## config.mk

```make
export PLATFORM = sky130hd
export DESIGN_NAME = instruction_fetch_flat
export DESIGN_NICKNAME = d
export VERILOG_FILES = /design/src/rtl/instruction_fetch_if.sv /design/src/rtl/instruction_fetch.sv /design/src/flat_wrapper.sv
export SDC_FILE = /design/constraint.sdc
export NUM_CORES = 1
export LEC_CHECK = 0
export ABC_AREA = 1
export CORE_MARGIN = 2
export CORE_UTILIZATION = 40
export CTS_CLUSTER_SIZE = 16
export DETAILED_ROUTE_END_ITERATION = 8
export GPL_TIMING_DRIVEN = 0
export SLEW_MARGIN = 15
export SYNTH_ARGS = -nofsm -noshare
export SYNTH_HDL_FRONTEND = slang
export SYNTH_SLANG_ARGS = --single-unit
```

## constraint.sdc

```tcl
create_clock -name clk -period 2.3 [get_ports clk]
set_clock_uncertainty 0.2 [all_clocks]
set_input_delay 0.46 -clock clk [delete_from_list [all_inputs] [get_ports clk]]
set_output_delay 0.46 -clock clk [all_outputs]
set_load 0.03 [all_outputs]
```

## src/rtl/instruction_fetch_if.sv

```systemverilog
`default_nettype none
// ============================================================================
//  Module   : instruction_fetch_if
//  Brief    : Decode-side handshake and instruction-memory bus of the fetch unit.
//  Revision : 1.0
// ============================================================================
interface instruction_fetch_if;
    logic        stall;
    logic        redirect;
    logic [31:0] redirect_pc;
    logic        imem_req;
    logic [31:0] imem_addr;
    logic        imem_ack;
    logic [31:0] imem_rdata;
    logic [31:0] instruction;
    logic [31:0] PC_1;
    logic        if_valid;

    modport master (
        input  stall, redirect, redirect_pc, imem_ack, imem_rdata,
        output imem_req, imem_addr, instruction, PC_1, if_valid
    );

    modport slave (
        output stall, redirect, redirect_pc, imem_ack, imem_rdata,
        input  imem_req, imem_addr, instruction, PC_1, if_valid
    );
endinterface
`default_nettype wire

```

## src/rtl/instruction_fetch.sv

```systemverilog
`default_nettype none
// ============================================================================
//  Module   : instruction_fetch
//  Brief    : Single-request fetch stage with one-entry skid buffer and
//             redirect drain handling.
//  Revision : 1.0
// ============================================================================
module instruction_fetch #(
    parameter logic [31:0] RESET_PC = 32'h0000_0000
) (
    input  logic                  clk,
    input  logic                  reset,
    instruction_fetch_if.master   bus
);

    typedef enum logic [1:0] {
        BOOT  = 2'd0,
        FETCH = 2'd1,
        HELD  = 2'd2,
        DRAIN = 2'd3
    } state_t;

    state_t      state_q;
    logic [31:0] pc_q;
    logic [31:0] instr_q;
    logic [31:0] pc1_q;
    logic        valid_q;
    logic        req_q;
    logic [31:0] skid_q;
    logic [31:0] target_q;
    logic [31:0] pc_inc_d;

    assign pc_inc_d = pc_q + 32'd1;

    always_ff @(posedge clk or negedge reset) begin
        if (!reset) begin
            state_q  <= BOOT;
            pc_q     <= RESET_PC;
            instr_q  <= 32'd0;
            pc1_q    <= 32'd0;
            valid_q  <= 1'b0;
            req_q    <= 1'b0;
            skid_q   <= 32'd0;
            target_q <= 32'd0;
        end else begin
            unique case (state_q)
                BOOT: begin
                    if (bus.redirect) begin
                        pc_q    <= bus.redirect_pc;
                        instr_q <= 32'd0;
                        valid_q <= 1'b0;
                    end
                    state_q <= FETCH;
                    req_q   <= 1'b1;
                end
                FETCH: begin
                    if (bus.redirect) begin
                        instr_q <= 32'd0;
                        valid_q <= 1'b0;
                        if (bus.imem_ack) begin
                            pc_q <= bus.redirect_pc;
                        end else begin
                            // Request still in flight: address must stay put until it retires.
                            target_q <= bus.redirect_pc;
                            state_q  <= DRAIN;
                        end
                    end else if (bus.stall) begin
                        if (bus.imem_ack) begin
                            skid_q  <= bus.imem_rdata;
                            pc_q    <= pc_inc_d;
                            state_q <= HELD;
                            req_q   <= 1'b0;
                        end
                    end else if (bus.imem_ack) begin
                        instr_q <= bus.imem_rdata;
                        pc1_q   <= pc_inc_d;
                        valid_q <= 1'b1;
                        pc_q    <= pc_inc_d;
                    end else begin
                        instr_q <= 32'd0;
                        valid_q <= 1'b0;
                    end
                end
                HELD: begin
                    if (bus.redirect) begin
                        instr_q <= 32'd0;
                        valid_q <= 1'b0;
                        pc_q    <= bus.redirect_pc;
                        state_q <= FETCH;
                        req_q   <= 1'b1;
                    end else if (!bus.stall) begin
                        // pc_q was already advanced when the skid entry was captured.
                        instr_q <= skid_q;
                        pc1_q   <= pc_q;
                        valid_q <= 1'b1;
                        state_q <= FETCH;
                        req_q   <= 1'b1;
                    end
                end
                DRAIN: begin
                    instr_q <= 32'd0;
                    valid_q <= 1'b0;
                    if (bus.redirect) begin
                        target_q <= bus.redirect_pc;
                    end
                    if (bus.imem_ack) begin
                        pc_q    <= bus.redirect ? bus.redirect_pc : target_q;
                        state_q <= FETCH;
                    end
                end
                default: begin
                    state_q <= BOOT;
                    req_q   <= 1'b0;
                end
            endcase
        end
    end

    assign bus.imem_req    = req_q;
    assign bus.imem_addr   = pc_q;
    assign bus.instruction = instr_q;
    assign bus.PC_1        = pc1_q;
    assign bus.if_valid    = valid_q;

endmodule
`default_nettype wire

```

## src/flat_wrapper.sv

```systemverilog
// flat-port wrapper written by rule: the top's interface ports become plain ports
module instruction_fetch_flat 
#(
    parameter logic [31:0] RESET_PC = 32'h0000_0000
)
  (clk, reset, bus_stall, bus_redirect, bus_redirect_pc, bus_imem_ack, bus_imem_rdata, bus_imem_req, bus_imem_addr, bus_instruction, bus_PC_1, bus_if_valid);
  instruction_fetch_if bus_i ();
  input  logic clk;
  input  logic reset;
  input wire logic [$bits(bus_i.stall)-1:0] bus_stall;
  input wire logic [$bits(bus_i.redirect)-1:0] bus_redirect;
  input wire logic [$bits(bus_i.redirect_pc)-1:0] bus_redirect_pc;
  input wire logic [$bits(bus_i.imem_ack)-1:0] bus_imem_ack;
  input wire logic [$bits(bus_i.imem_rdata)-1:0] bus_imem_rdata;
  output wire logic [$bits(bus_i.imem_req)-1:0] bus_imem_req;
  output wire logic [$bits(bus_i.imem_addr)-1:0] bus_imem_addr;
  output wire logic [$bits(bus_i.instruction)-1:0] bus_instruction;
  output wire logic [$bits(bus_i.PC_1)-1:0] bus_PC_1;
  output wire logic [$bits(bus_i.if_valid)-1:0] bus_if_valid;
  assign bus_i.stall = bus_stall;
  assign bus_i.redirect = bus_redirect;
  assign bus_i.redirect_pc = bus_redirect_pc;
  assign bus_i.imem_ack = bus_imem_ack;
  assign bus_i.imem_rdata = bus_imem_rdata;
  assign bus_imem_req = bus_i.imem_req;
  assign bus_imem_addr = bus_i.imem_addr;
  assign bus_instruction = bus_i.instruction;
  assign bus_PC_1 = bus_i.PC_1;
  assign bus_if_valid = bus_i.if_valid;
  instruction_fetch #(.RESET_PC(RESET_PC)) u_core (.clk(clk), .reset(reset), .bus(bus_i));
endmodule
```

==> results by group, run 1 <==
Status
  – Outcome: completed

Synth
  – Synth top area cells: dfrtp_1 45%, nand2_1 11%, o21ai_0 6.2%, a21oi_1 5.6%, inv_1 5.5%
  – Cells after Synth: 1217
  – Synth warn: 0
  – Synth cell types: 31
  – #FFs+latches synth: 164
  – Synth Net Count: 1292
  – Syn Area/Cell: 7.51 sq um
  – Post-synth EDFFs: 0
  – Sequential fraction of the synthesis area: 44.9%
  – Cell with the most instances after synthesis: nand2_1
  – Synth async-reset ratio: 100%
  – Post-synth top area share: 44.9%
  – Cell taking the most area after synthesis: dfrtp_1
  – Top cells by count, synth: 273 x nand2_1, 164 x dfrtp_1, 135 x inv_1
  – Mapped cell area: 9140 sq um
  – Prevailing post-synth register cell: dfrtp_1

Worst setup path
  – Critical path launch point type: flip-flop
  – Crit path DAT: 1600 ps
  – Req. time, crit path: 1640 ps
  – CP max-delay cell: clkdlybuf4s50_1
  – Cells along the critical path: clkdlybuf4s50_1
  – Critical setup path kind: reg2out
  – CP endpoint kind: primary output
  – Worst path max stage delay: 720 ps
  – CP max FO: 4
  – Crit path max-delay family: buffers and inverters
  – Worst path bufs/invs: 1

Flow run
  – Number of max-cap violations: 0

Detailed routing
  – TritonRoute pass-1 iters: 5
  – Total length of routed wires: 28200 um
  – Vias per cell: 5.22
  – DR vias: 8895
  – Drc violations: 0
  – Antenna viol nets, final: 0
  – Routed wire length per instance: 16.6 um
  – DRT iter0 DRCs: 709

STA
  – Fin. Hold Viols: 0
  – Fraction of the cycle the final worst path needs: 98.4%
  – Unrepaired setup endpoints after global routing: true
  – Final min period: 2260 ps
  – Worst Max-Slew Pin Slew: 603 ps
  – Final setup viols: 0
  – Slew Limit Headroom: 59.8%
  – Fin. max-slew vios: 0
  – Max Clock Freq: 0.442 GHz

Global routing
  – Total Routing Usage GR: 23.9%
  – Initial antenna violation count: 0
  – Global-route wire length before repair: 45700 um
  – Vias in the first global route: 8424
  – Largest net degree at the start of global routing: 95
  – Total grt overflow: 0

Cells and area
  – Final Core Density: 53.3%
  – Diodes inserted: 0
  – Final nets: 1480
  – Syn-to-layout area delta: 31.2%
  – Share of layout cells above drive strength 1: 8.53%
  – Final design area excluding fillers: 12000 sq um

Clock network
  – CTS buffer count: 17
  – Clock insertion delay at the later pin of the skew report: 430 ps
  – TritonCTS clock tree: done
  – Clock tree sinks: 164
  – H-Tree Depth: 4
  – CTS root buf: clkbuf_16
  – Worst-path clk slew: 70 ps
  – CTS Buffer Depth: 2

Placement
  – Placer Congestion: 0.922
  – Post-Place Cell Area: 11200 sq um
  – PortBufs: 165
  – Post-DP HPWL: 21200 um

Power and ir drop
  – PwrDens: 1490 nW/um^2
  – VDD IR-drop max: 592 uV
  – Leakage power: 5.34 nW

Floorplan
  – Chip height: 155 um
  – Rows: 55
  – Die W: 155 um
  – DIE AREA: 24100 sq um
  – I/O Pins: 167
  – CORE AREA: 22500 sq um
  – Starting Density: 40.6%

Min path
  – Hold crit path type: reg2reg
-- worst paths after layout --
path	startpoint	to	slack, ps	cells after the start
worst max register to register	u_core.state_q[0]	u_core.bus.imem_addr[11]	90	10
min in group asynchronous	reset	u_core.target_q[19]	370	2
worst min register to register	u_core.bus.PC_1[23]	u_core.bus.PC_1[23]	280	2
worst max-delay path	u_core.bus.imem_addr[31]	bus_imem_addr[31]	40	1
worst min-delay path	u_core.bus.PC_1[23]	u_core.bus.PC_1[23]	280	2
max in group asynchronous	reset	u_core.state_q[0]	630	3
-- stage by stage --
| stage | TNS (ps) | cells | setup WS [ps] | hold WS, ps | power, mW |
|---|---|---|---|---|---|
| 5_1_grt | -80.3 | 1703 | -40.3 | 302 | 19.1 |
| 3_3_place_gp | -1073780 | 1667 | -6470 | 263 | 14.5 |
| 4_1_cts | 0 | 1701 | 0.798 | 287 | 17.7 |
| 3_5_place_dp | -16930 | 1668 | -367 | 260 | 14.6 |
| 6_report | 0 | 1703 | 37.2 | 279 | 17.8 |
| 2_1_floorplan | 0 | 1217 | 260 | -35.6 | 11.1 |
-- layout by cell type (no fill, tap or decap), types with 3 or more instances in the layout --
| master | count |
|---|---|
| clkbuf_2 | 7 |
| buf_6 | 5 |
| o22ai_1 | 33 |
| inv_6 | 6 |
| o21ai_1 | 20 |
| dlymetal6s2s_1 | 13 |
| o211ai_1 | 61 |
| buf_4 | 12 |
| buf_1 | 4 |
| inv_1 | 133 |
| dfrtp_2 | 4 |
| nor2_1 | 93 |
| clkbuf_4 | 3 |
| clkbuf_16 | 17 |
| nor2_2 | 15 |
| dfrtp_1 | 160 |
| inv_2 | 6 |
| ha_1 | 3 |
| o21ai_2 | 3 |
| dlygate4sd2_1 | 15 |
| xnor2_1 | 3 |
| clkbuf_1 | 29 |
| inv_8 | 6 |
| nor2_4 | 8 |
| a22oi_1 | 3 |
| clkdlybuf4s50_1 | 136 |
| buf_2 | 16 |
| o21a_1 | 30 |
| a21oi_1 | 103 |
| nand2_1 | 273 |
| o21ai_0 | 113 |
| xor2_1 | 12 |
| nand3_1 | 53 |
-- registers in the layout (all words and copies together) (netlist names) --
signal	flops
u_core.bus.if_valid	1
u_core.target_q	32
u_core.bus.PC_1	32
u_core.skid_q	32
u_core.state_q	2
u_core.bus.imem_req	1
u_core.bus.instruction	32
u_core.bus.imem_addr	32
-- metal layers --
metal / global-route usage, % / wire length [um] / up-vias
met4: 5.16 / 303 / 0
met5: 0 / 0 / -
li1: - / - / 4401
met3: 3.73 / 1400 / 23
met2: 37.1 / 12900 / 257
met1: 35.4 / 13600 / 4214
-- cell type report --
class,instances,area (sq um)
plain buffers,74,400
inverters,141,532
multi-input cells,837,4250
well taps,285,357
flip-flops and latches,164,4110
fillers,2171,10500
clock buffers,18,439
clock inverters,14,180
repair buffers,170,1730
-- power breakdown --
group	leakage, nW	internal [mW]	switching [mW]
registers	2.00	4.21	1.05
clock network	0.308	1.70	1.37
logic	3.04	3.49	6.00
total	5.34	9.40	8.43
-- logic make-up after synthesis --
family,synth area share [%]
xor+xnor,1.44
fa+ha+maj,0.821
flops,44.9
compound gates,23.8
simple gates,19.4
buf+inv,9.62
-- timing repair --
action                                 4_1_cts  5_1_grt
setup buffers                                1        2
pin swaps                                    1        1
setup endpoints to repair                  152      170
resized for setup                           29       65
hold buffers                                 1        0
endpoints found under the hold margin       70        0
Note: power is estimated with default switching activity, not from simulation.
==> run 2, diff against run 1 <==
--- a/config.mk
+++ b/config.mk
@@ -11,6 +11,7 @@
 export CTS_CLUSTER_SIZE = 16
 export DETAILED_ROUTE_END_ITERATION = 8
 export GPL_TIMING_DRIVEN = 0
+export HOLD_SLACK_MARGIN = 0.03
 export SLEW_MARGIN = 15
 export SYNTH_ARGS = -nofsm -noshare
 export SYNTH_HDL_FRONTEND = slang
==> results of run 2 <==
Final layout, timing and power as in run 1 (identical DEF).
==> run 3, diff against run 2 <==
--- a/config.mk
+++ b/config.mk
@@ -6,10 +6,12 @@
 export NUM_CORES = 1
 export LEC_CHECK = 0
 export ABC_AREA = 1
+export CAP_MARGIN = 20
 export CORE_MARGIN = 2
 export CORE_UTILIZATION = 40
 export CTS_CLUSTER_SIZE = 16
 export DETAILED_ROUTE_END_ITERATION = 8
+export GPL_ROUTABILITY_DRIVEN = 1
 export GPL_TIMING_DRIVEN = 0
 export HOLD_SLACK_MARGIN = 0.03
 export SLEW_MARGIN = 15
==> results of run 3 <==
Final layout, timing and power as in run 1 (identical DEF).
